<file path="src/rtl/sdram_port_arbiter.sv">
`default_nettype none
// ============================================================================
// Module      : sdram_port_arbiter
// Description : Shares one Avalon-MM SDRAM master port between two requesters
//               (0 = word-copy engine, 1 = DNN accelerator datapath). One
//               transfer is granted per grant, with round-robin fairness.
//               Pipelined reads are tagged in a small FIFO so that each
//               readdatavalid beat is routed back to the requester that
//               issued the read.
// Ports       : clk, rst                 - clock, synchronous active-high reset
//               r{0,1}_read_i/_write_i   - requester commands
//               r{0,1}_address_i         - requester address
//               r{0,1}_writedata_i       - requester write data
//               r{0,1}_waitrequest_o     - stall back to requester
//               r{0,1}_readdata_o        - read data (broadcast)
//               r{0,1}_readdatavalid_o   - read beat belongs to this requester
//               master_*                 - Avalon-MM master side to SDRAM
//               outstanding_o            - reads accepted but not yet returned
//               err_rdv_o                - sticky: beat arrived with no read
//                                          outstanding
// Revision    : 1.0 - initial release
// ============================================================================
module sdram_port_arbiter #(
    parameter int MAX_OUT = 4
) (
    input  logic                         clk,
    input  logic                         rst,
    // requester 0 (word-copy)
    input  logic                         r0_read_i,
    input  logic                         r0_write_i,
    input  logic [31:0]                  r0_address_i,
    input  logic [31:0]                  r0_writedata_i,
    output logic                         r0_waitrequest_o,
    output logic [31:0]                  r0_readdata_o,
    output logic                         r0_readdatavalid_o,
    // requester 1 (accelerator)
    input  logic                         r1_read_i,
    input  logic                         r1_write_i,
    input  logic [31:0]                  r1_address_i,
    input  logic [31:0]                  r1_writedata_i,
    output logic                         r1_waitrequest_o,
    output logic [31:0]                  r1_readdata_o,
    output logic                         r1_readdatavalid_o,
    // SDRAM master port
    input  logic                         master_waitrequest_i,
    output logic [31:0]                  master_address_o,
    output logic [31:0]                  master_writedata_o,
    output logic                         master_read_o,
    output logic                         master_write_o,
    input  logic [31:0]                  master_readdata_i,
    input  logic                         master_readdatavalid_i,
    // status
    output logic [$clog2(MAX_OUT+1)-1:0] outstanding_o,
    output logic                         err_rdv_o
);

    localparam int CNT_W = $clog2(MAX_OUT + 1);
    localparam int PTR_W = $clog2(MAX_OUT);

    localparam logic [CNT_W-1:0] C_CNT_FULL = CNT_W'(MAX_OUT);
    localparam logic [CNT_W-1:0] C_CNT_ONE  = CNT_W'(1);
    localparam logic [PTR_W-1:0] C_PTR_ONE  = PTR_W'(1);

    typedef enum logic [0:0] {
        ST_IDLE  = 1'b0,
        ST_GRANT = 1'b1
    } state_t;

    state_t             state_q,   state_d;
    logic               gnt_id_q,  gnt_id_d;
    logic               last_id_q, last_id_d;
    logic [MAX_OUT-1:0] tag_q,     tag_d;
    logic [PTR_W-1:0]   wr_ptr_q,  wr_ptr_d;
    logic [PTR_W-1:0]   rd_ptr_q,  rd_ptr_d;
    logic [CNT_W-1:0]   cnt_q,     cnt_d;
    logic               err_q,     err_d;

    logic        w_req0;
    logic        w_req1;
    logic        w_winner;
    logic        w_g_read;
    logic        w_g_write;
    logic [31:0] w_g_addr;
    logic [31:0] w_g_wdata;
    logic        w_g_req;
    logic        w_g_is_read;
    logic        w_granted;
    logic        w_cnt_empty;
    logic        w_pop;
    logic        w_full_block;
    logic        w_g_wait;
    logic        w_accept;
    logic        w_push;
    logic        w_head_tag;

    // ------------------------------------------------------------------
    // Request decode and granted-requester mux
    // ------------------------------------------------------------------
    assign w_req0   = r0_read_i | r0_write_i;
    assign w_req1   = r1_read_i | r1_write_i;
    // On a tie the requester that did not win last time goes next.
    assign w_winner = (w_req0 & w_req1) ? ~last_id_q : w_req1;

    assign w_g_read    = gnt_id_q ? r1_read_i      : r0_read_i;
    assign w_g_write   = gnt_id_q ? r1_write_i     : r0_write_i;
    assign w_g_addr    = gnt_id_q ? r1_address_i   : r0_address_i;
    assign w_g_wdata   = gnt_id_q ? r1_writedata_i : r0_writedata_i;
    assign w_g_req     = w_g_read | w_g_write;
    // Write takes precedence when both command bits are set.
    assign w_g_is_read = w_g_read & ~w_g_write;
    assign w_granted   = (state_q == ST_GRANT);

    // ------------------------------------------------------------------
    // Tag FIFO status
    // ------------------------------------------------------------------
    assign w_cnt_empty = (cnt_q == '0);
    assign w_pop       = master_readdatavalid_i & ~w_cnt_empty;
    // A beat returning this cycle frees a slot that a read accepted in the
    // same cycle may reuse. When full, wr_ptr == rd_ptr, so the new tag
    // overwrites exactly the head entry that is being consumed right now.
    assign w_full_block = (cnt_q == C_CNT_FULL) & ~w_pop;

    assign w_g_wait   = master_waitrequest_i | (w_g_is_read & w_full_block);
    assign w_accept   = w_granted & w_g_req & ~w_g_wait;
    assign w_push     = w_accept & w_g_is_read;
    assign w_head_tag = tag_q[rd_ptr_q];

    // ------------------------------------------------------------------
    // Datapath outputs
    // ------------------------------------------------------------------
    always_comb begin
        r0_waitrequest_o   = 1'b1;
        r1_waitrequest_o   = 1'b1;
        master_address_o   = 32'h0;
        master_writedata_o = 32'h0;
        master_read_o      = 1'b0;
        master_write_o     = 1'b0;
        if (w_granted) begin
            master_address_o   = w_g_addr;
            master_writedata_o = w_g_wdata;
            master_write_o     = w_g_write;
            master_read_o      = w_g_is_read & ~w_full_block;
            if (gnt_id_q) begin
                r1_waitrequest_o = w_g_wait;
            end else begin
                r0_waitrequest_o = w_g_wait;
            end
        end
    end

    // Read return adds no latency: the head tag steers the beat directly.
    assign r0_readdata_o      = master_readdata_i;
    assign r1_readdata_o      = master_readdata_i;
    assign r0_readdatavalid_o = w_pop & ~w_head_tag;
    assign r1_readdatavalid_o = w_pop &  w_head_tag;

    assign outstanding_o = cnt_q;
    assign err_rdv_o     = err_q;

    // ------------------------------------------------------------------
    // Next-state logic: arbitration FSM, tag FIFO, counter, error flag
    // ------------------------------------------------------------------
    always_comb begin
        state_d   = state_q;
        gnt_id_d  = gnt_id_q;
        last_id_d = last_id_q;
        tag_d     = tag_q;
        wr_ptr_d  = wr_ptr_q;
        rd_ptr_d  = rd_ptr_q;
        cnt_d     = cnt_q;
        err_d     = err_q;

        case (state_q)
            ST_IDLE: begin
                if (w_req0 | w_req1) begin
                    gnt_id_d  = w_winner;
                    last_id_d = w_winner;
                    state_d   = ST_GRANT;
                end
            end
            ST_GRANT: begin
                // One transfer per grant; a withdrawn request also releases.
                if (w_accept | ~w_g_req) begin
                    state_d = ST_IDLE;
                end
            end
            default: state_d = ST_IDLE;
        endcase

        if (w_push) begin
            tag_d[wr_ptr_q] = gnt_id_q;
            wr_ptr_d        = wr_ptr_q + C_PTR_ONE;
        end
        if (w_pop) begin
            rd_ptr_d = rd_ptr_q + C_PTR_ONE;
        end

        if (w_push & ~w_pop) begin
            cnt_d = cnt_q + C_CNT_ONE;
        end else if (w_pop & ~w_push) begin
            cnt_d = cnt_q - C_CNT_ONE;
        end

        if (master_readdatavalid_i & w_cnt_empty) begin
            err_d = 1'b1;
        end
    end

    always_ff @(posedge clk) begin
        if (rst) begin
            state_q   <= ST_IDLE;
            gnt_id_q  <= 1'b0;
            last_id_q <= 1'b1;
            tag_q     <= '0;
            wr_ptr_q  <= '0;
            rd_ptr_q  <= '0;
            cnt_q     <= '0;
            err_q     <= 1'b0;
        end else begin
            state_q   <= state_d;
            gnt_id_q  <= gnt_id_d;
            last_id_q <= last_id_d;
            tag_q     <= tag_d;
            wr_ptr_q  <= wr_ptr_d;
            rd_ptr_q  <= rd_ptr_d;
            cnt_q     <= cnt_d;
            err_q     <= err_d;
        end
    end

endmodule
`default_nettype wire

</file>
<file path="config.mk">
export PLATFORM = sky130hd
export DESIGN_NAME = sdram_port_arbiter
export DESIGN_NICKNAME = d
export VERILOG_FILES = /design/src/rtl/sdram_port_arbiter.sv
export SDC_FILE = /design/constraint.sdc
export NUM_CORES = 1
export LEC_CHECK = 0
export CORE_AREA = 5 5 116 118
export DETAILED_ROUTE_END_ITERATION = 10
export DIE_AREA = 0 0 121 123
export PLACE_DENSITY = 0.63
export SETUP_SLACK_MARGIN = 0.15
export SLEW_MARGIN = 20
export SYNTH_ARGS = -nofsm -noshare
export SYNTH_HDL_FRONTEND = slang
export SYNTH_SLANG_ARGS = --single-unit
</file>
<file path="constraint.sdc">
create_clock -name clk -period 3.75 [get_ports clk]
set_input_delay 1.125 -clock clk [delete_from_list [all_inputs] [get_ports clk]]
set_output_delay 1.125 -clock clk [all_outputs]
set_load 0.02 [all_outputs]
</file>
==> results of run 1 <==
==> cells by family after synthesis <==
logic type	synth area share
compound gates	0.0709
xor+xnor	0.0152
simple gates	0.172
flops	0.130
buf+inv	0.254
mux	0.322
fa+ha+maj	0.0357
==> critical path: cells and delay by family <==
| family | cells | cell delay [ns] |
|---|---|---|
| AND/OR/NAND/NOR | 1 | 0.11 |
| buffers and inverters | 2 | 1.10 |
| multiplexers | 1 | 0.10 |
==> how the worst max path moves through the flow <==
stage | end | slack (ns) | cells after the start
final | master_writedata_o[1] | 0.19 | 4
after global routing | master_writedata_o[27] | 0.12 | 4
after CTS | r1_waitrequest_o | 0.10 | 5
after detailed placement | master_read_o | -0.53 | 4
after global placement | r1_waitrequest_o | -0.52 | 5
after floorplan | master_read_o | 0.42 | 3
==> final cells by class <==
cell class,instances,area [um^2]
clock buffers,4,78.8
fillers,1280,8030
inverters,9,33.8
multi-input cells,198,1460
flip-flops and latches,15,304
well taps,172,215
repair buffers,226,2240
==> Yosys cell counts (2+ instances only) <==
cell type  number
inv_1           8
a21oi_1         3
nand2_1         8
or3_1           2
o21bai_1        2
xor2_1          4
nor3_1          3
nor2_1         75
ha_1            5
dfxtp_1        15
a2111oi_1       3
clkbuf_1       14
a211oi_1        2
or3b_1          2
o21ai_0         2
buf_4          64
mux2i_1        71
==> sequential cells by signal, indices dropped and copies added (netlist names) <==
name,count
wr_ptr_q,2
state_q,1
tag_q,4
outstanding_o,3
gnt_id_q,1
last_id_q,1
err_rdv_o,1
rd_ptr_q,2
==> routing by layer <==
metal	vias to the layer above	GRT usage	share of wire
li1	1251	-	-
met1	1109	0.136	0.38
met2	128	0.236	0.52
met3	18	0.0489	0.090
met4	0	0.0283	0.014
met5	-	0	0
==> power by group <==
| part | internal, mW | switching, mW | leakage, nW | total (mW) |
|---|---|---|---|---|
| combinational | 0.434 | 0.356 | 1.51 | 0.790 |
| clock | 0.144 | 0.0672 | 0.0382 | 0.211 |
| sequential | 0.193 | 0.0634 | 0.123 | 0.256 |
==> metrics by stage <==
step / setup TNS [ns] / cells
5_1_grt: 0 / 624
3_3_place_gp: -1.64 / 617
6_report: 0 / 624
3_5_place_dp: -1.71 / 617
4_1_cts: 0 / 621
2_1_floorplan: 0 / 303
==> what timing repair did <==
action | 4_1_cts | 5_1_grt
pin swaps | 2 | 5
setup buffers | 0 | 3
endpoints found under the hold margin | 0 | 0
hold buffers | 0 | 0
resized for setup | 24 | 11
endpoints found under the setup margin | 6 | 11
==> results.txt, run 1 <==
status - complete, no violations
worst reg2reg path startpoint - gnt_id_q
DP Wirelength - 8.64 mm
CP arrival - 2.44 ns
cts bufs inserted - 3
Port Buffers - 209
EDFF count, synth - 0
startpoint types - primary input
leading cell type in the layout, fill and taps excluded - clkdlybuf4s50_1
Initial DRT Pass Iterations - 4
Reg-to-Reg End - outstanding_o[2]
Crit Path Category - primary input to output pin
Fin. Hold Viols - 0
register bit total from synthesis - 15
RSZ-0062 raised after global routing - no
Reg2Reg Depth - 9
wire length per cell - 16.3 um
Cell Area, Synth - 2310 um^2
area growth from synthesis to layout - 87.6%
min-delay worst type - flop to flop
Seq/Total Area, Yosys - 0.130
residual DRC count - 0
core area - 12,400 um^2
share of cells above drive strength 1 - 0.0752
CTS tree - built
first-pass GRT wire length - 14.9 mm
CP Capture Type - output pin
Final nets - 627
total detailed-routing wirelength - 10.1 mm
Clock Sinks - 15
H-tree depth - 1
Synth Warn # - 0
clk buf depth - 2
die height - 123 um
Final Max Slew Viols - 0
P_leak - 1.67 nW
f_max - 281 MHz
Placed Area - 4180 um^2
synth top area cells - mux2i_1 31%, buf_4 21%, dfxtp_1 13%
worst min-delay path startpoint - tag_q[1]
fin crit period - 3.56 ns
Max VDD drop - 0.000133 V
Yosys top cell by area - mux2i_1
Max FO, Critical Path - 1
pre-CTS setup slack - -0.529 ns
Worst-path clk slew - 0.05 ns
Synth Area per Inst - 7.63 um^2
largest net degree at the start of global routing - 55
syn_nets - 477
initial antenna violation count - 0
Routed Antenna Nets - 0
slew of the pin with the lowest slew margin - 0.787 ns
cell count after synthesis - 303
fraction of registers with async set/reset - 0
commonest cells after routing, fill and taps aside - 193 x clkdlybuf4s50_1, 75 x nor2_1, 71 x mux2i_1
share of the synthesized area in the top cell type - 0.308
Finished Core Util - 0.351
Die W - 121 um
I/O Pins - 306
post-route cell area - 4340 um^2
vias in the first global route - 2,745
crit path cell chain - clkdlybuf4s50_1, mux2i_1, nor2_1, clkdlybuf4s50_1
final setup fails - 0
period utilization - 0.951
routability cong. - 0.817
Antenna diodes - 0
critical path launch point - r1_writedata_i[1]
die area - 14,900 um^2
hold depth - 2
Root Buffer - clkbuf_16
Power Density - 290 nW/um^2
# rows - 41
global route overflow - 0
Worst Clk Skew - 0.000759 ns
vias post-DR - 2,506
Total GRT Usage - 0.127
number of max-cap violations - 0
vias per std cell - 4.02
Worst-Skew Late Latency - 0.25 ns
smallest hold slack - 0.464 ns
PnR worst setup slack - 0.185 ns
R2R setup slack - 1.06 ns
required time of the worst setup path - 2.62 ns
max_slew headroom - 0.475
crit-path max cell delay - 0.64 ns
top_reg_cell synth - dfxtp_1
total power draw - 1.26 mW
CP most frequent cell - clkdlybuf4s50_1
count of cell types in the netlist - 37
starting density of the core - 0.187
Hold EP - tag_q[1]
CP max-delay cell - clkdlybuf4s50_1
initial DRC count - 59
Note: power is estimated with default switching activity, not from simulation.
==> run 2, diff against run 1 <==
CTS_BUF_LIST = sky130_fd_sc_hd__clkbuf_8   (was unset)
==> run 2 against run 1 <==
Compared with the run above:
- final cell count unchanged
- global-route usage is essentially flat
- sequential share of layout area grew 0.055 points
- clock power shrank 37%
- combinational power barely moved
- maximum frequency shrank 0.18%
- register-to-register slack got worse by 0.02 ns
- count of clock-buffer cells in the layout decreased by 1
- via count increased by 0.60%
- sequential power is essentially flat
- worst hold slack better by 0.0025 ns
- non-clock buffer count unchanged
- critical endpoint unchanged
- highest routed layer unchanged
==> results.txt, run 2 (synthesis gave the netlist of run 1 again) <==
Largest register FFs - 4
Worst Clk Skew - 0.000913 ns
Total GRT Usage - 0.127
vias post-DR - 2,521
Worst-Skew Late Latency - 0.25 ns
initial antenna violation count - 0
Top reg by flops - tag_q
residual DRC count - 0
pre-CTS setup slack - -0.529 ns
largest net degree at the start of global routing - 55
first-pass GRT wire length - 14.9 mm
sw frac - 0.406
CP max-delay cell - clkdlybuf4s50_1
Power Density - 274 nW/um^2
Antenna diodes - 0
status - complete, no violations
CP Capture Type - output pin
Routed Antenna Nets - 0
Comb pwr share - 0.670
period utilization - 0.952
slew of the pin with the lowest slew margin - 0.786 ns
CP most frequent cell - clkdlybuf4s50_1
CP arrival - 2.45 ns
Crit Path Category - primary input to output pin
starting density of the core - 0.187
internal power - 0.700 mW
H-tree depth - 1
crit-path max cell delay - 0.64 ns
Max VDD drop - 0.000113 V
global route overflow - 0
required time of the worst setup path - 2.62 ns
RSZ-0062 raised after global routing - no
startpoint types - primary input
P_leak - 1.66 nW
Reg2Reg Depth - 9
vias per std cell - 4.04
Net Sw Power - 0.478 mW
hold depth - 2
wire length on met2 - 5.29 mm
# rows - 41
register share of total power - 0.217
die area - 14,900 um^2
Port Buffers - 209
vias in the first global route - 2,742
area growth from synthesis to layout - 86.1%
total power draw - 1.18 mW
Worst-path clk slew - 0.06 ns
commonest cells after routing, fill and taps aside - 193 x clkdlybuf4s50_1, 75 x nor2_1, 71 x mux2i_1
CTS tree - built
number of max-cap violations - 0
routability cong. - 0.817
share of cells above drive strength 1 - 0.0752
wire length per cell - 16.2 um
PnR worst setup slack - 0.179 ns
DP Wirelength - 8.64 mm
Final nets - 627
crit path cell chain - clkdlybuf4s50_1, mux2i_1, nor2_1, clkdlybuf4s50_1
WL met3 - 896 um
clk buf depth - 2
Clock Sinks - 15
Fillers - 1,287
total detailed-routing wirelength - 10.1 mm
max_slew headroom - 0.476
final setup fails - 0
die height - 123 um
fin crit period - 3.57 ns
leading cell type in the layout, fill and taps excluded - clkdlybuf4s50_1
cts bufs inserted - 3
Initial DRT Pass Iterations - 4
Max FO, Critical Path - 1
wl on met1 - 3.79 mm
Final Max Slew Viols - 0
I/O Pins - 306
core area - 12,400 um^2
f_max - 280 MHz
initial DRC count - 53
Top Layer Used - met4
Fin. Hold Viols - 0
min-delay worst type - flop to flop
Clk pwr share - 0.113
Root Buffer - clkbuf_8
Die W - 121 um
-- run 2: changes by cell type in the layout (fill, tap and decap cells not counted), sizes merged --
cell	change
inv	+1
clkbuf	-1
-- run 2: area by class of cell --
class | count | area [um^2] | share of cell area
repair buffers | 226 | 2240 | 0.521
clock inverters | 1 | 3.75 | 0.000873
well taps | 172 | 215 | 0.0500
inverters | 9 | 33.8 | 0.00785
flip-flops and latches | 15 | 304 | 0.0707
multi-input cells | 198 | 1460 | 0.340
clock buffers | 3 | 41.3 | 0.00960
-- run 2: path summary, 6_finish.rpt --
path,startpoint,slack [ns],end
worst max-delay path,r1_writedata_i[1],0.18,master_writedata_o[1]
worst min-delay path,tag_q[1],0.47,tag_q[1]
worst max register to register,gnt_id_q,1.04,outstanding_o[2]
worst min register to register,tag_q[1],0.47,tag_q[1]
-- run 2: per-stage QoR --
stage                     utilization  cell area (um^2)  setup TNS (ns)  hold slack [ns]  std cells
after floorplan                     -              2310               0            0.432        303
after global placement          0.338              4180           -1.64            0.447        617
after detailed placement        0.338              4180           -1.71            0.447        617
after CTS                       0.343              4250               0            0.464        621
after global routing            0.348              4300               0            0.496        624
final                           0.348              4300               0            0.467        624
-- run 2: worst max-delay path: cells and delay by family --
| family | cells | cell delay [ns] |
|---|---|---|
| and+or+nand+nor | 1 | 0.11 |
| buffers and inverters | 2 | 1.10 |
| muxes | 1 | 0.11 |
-- run 2: repair_timing --
item                       in CTS  in global routing
hold buffers                    0                  0
pin swaps                       2                  4
setup buffers                   0                  3
gates resized for setup        24                 11
setup endpoints to repair       6                 11
-- run 2: metal layers --
metal  vias to the layer above  GRT usage
met4                         0     0.0283
met3                        18     0.0489
met1                      1125      0.135
li1                       1247          -
met2                       131      0.236
met5                         -          0
-- run 2: power groups by stage --
stage          clock [mW]  combinational (mW)  sequential, mW
5_1_grt             0.147               0.853           0.264
6_report            0.133               0.789           0.256
3_5_place_dp            0               0.788           0.257
3_3_place_gp            0               0.780           0.254
4_1_cts             0.137               0.794           0.254
2_1_floorplan           0               0.474           0.261
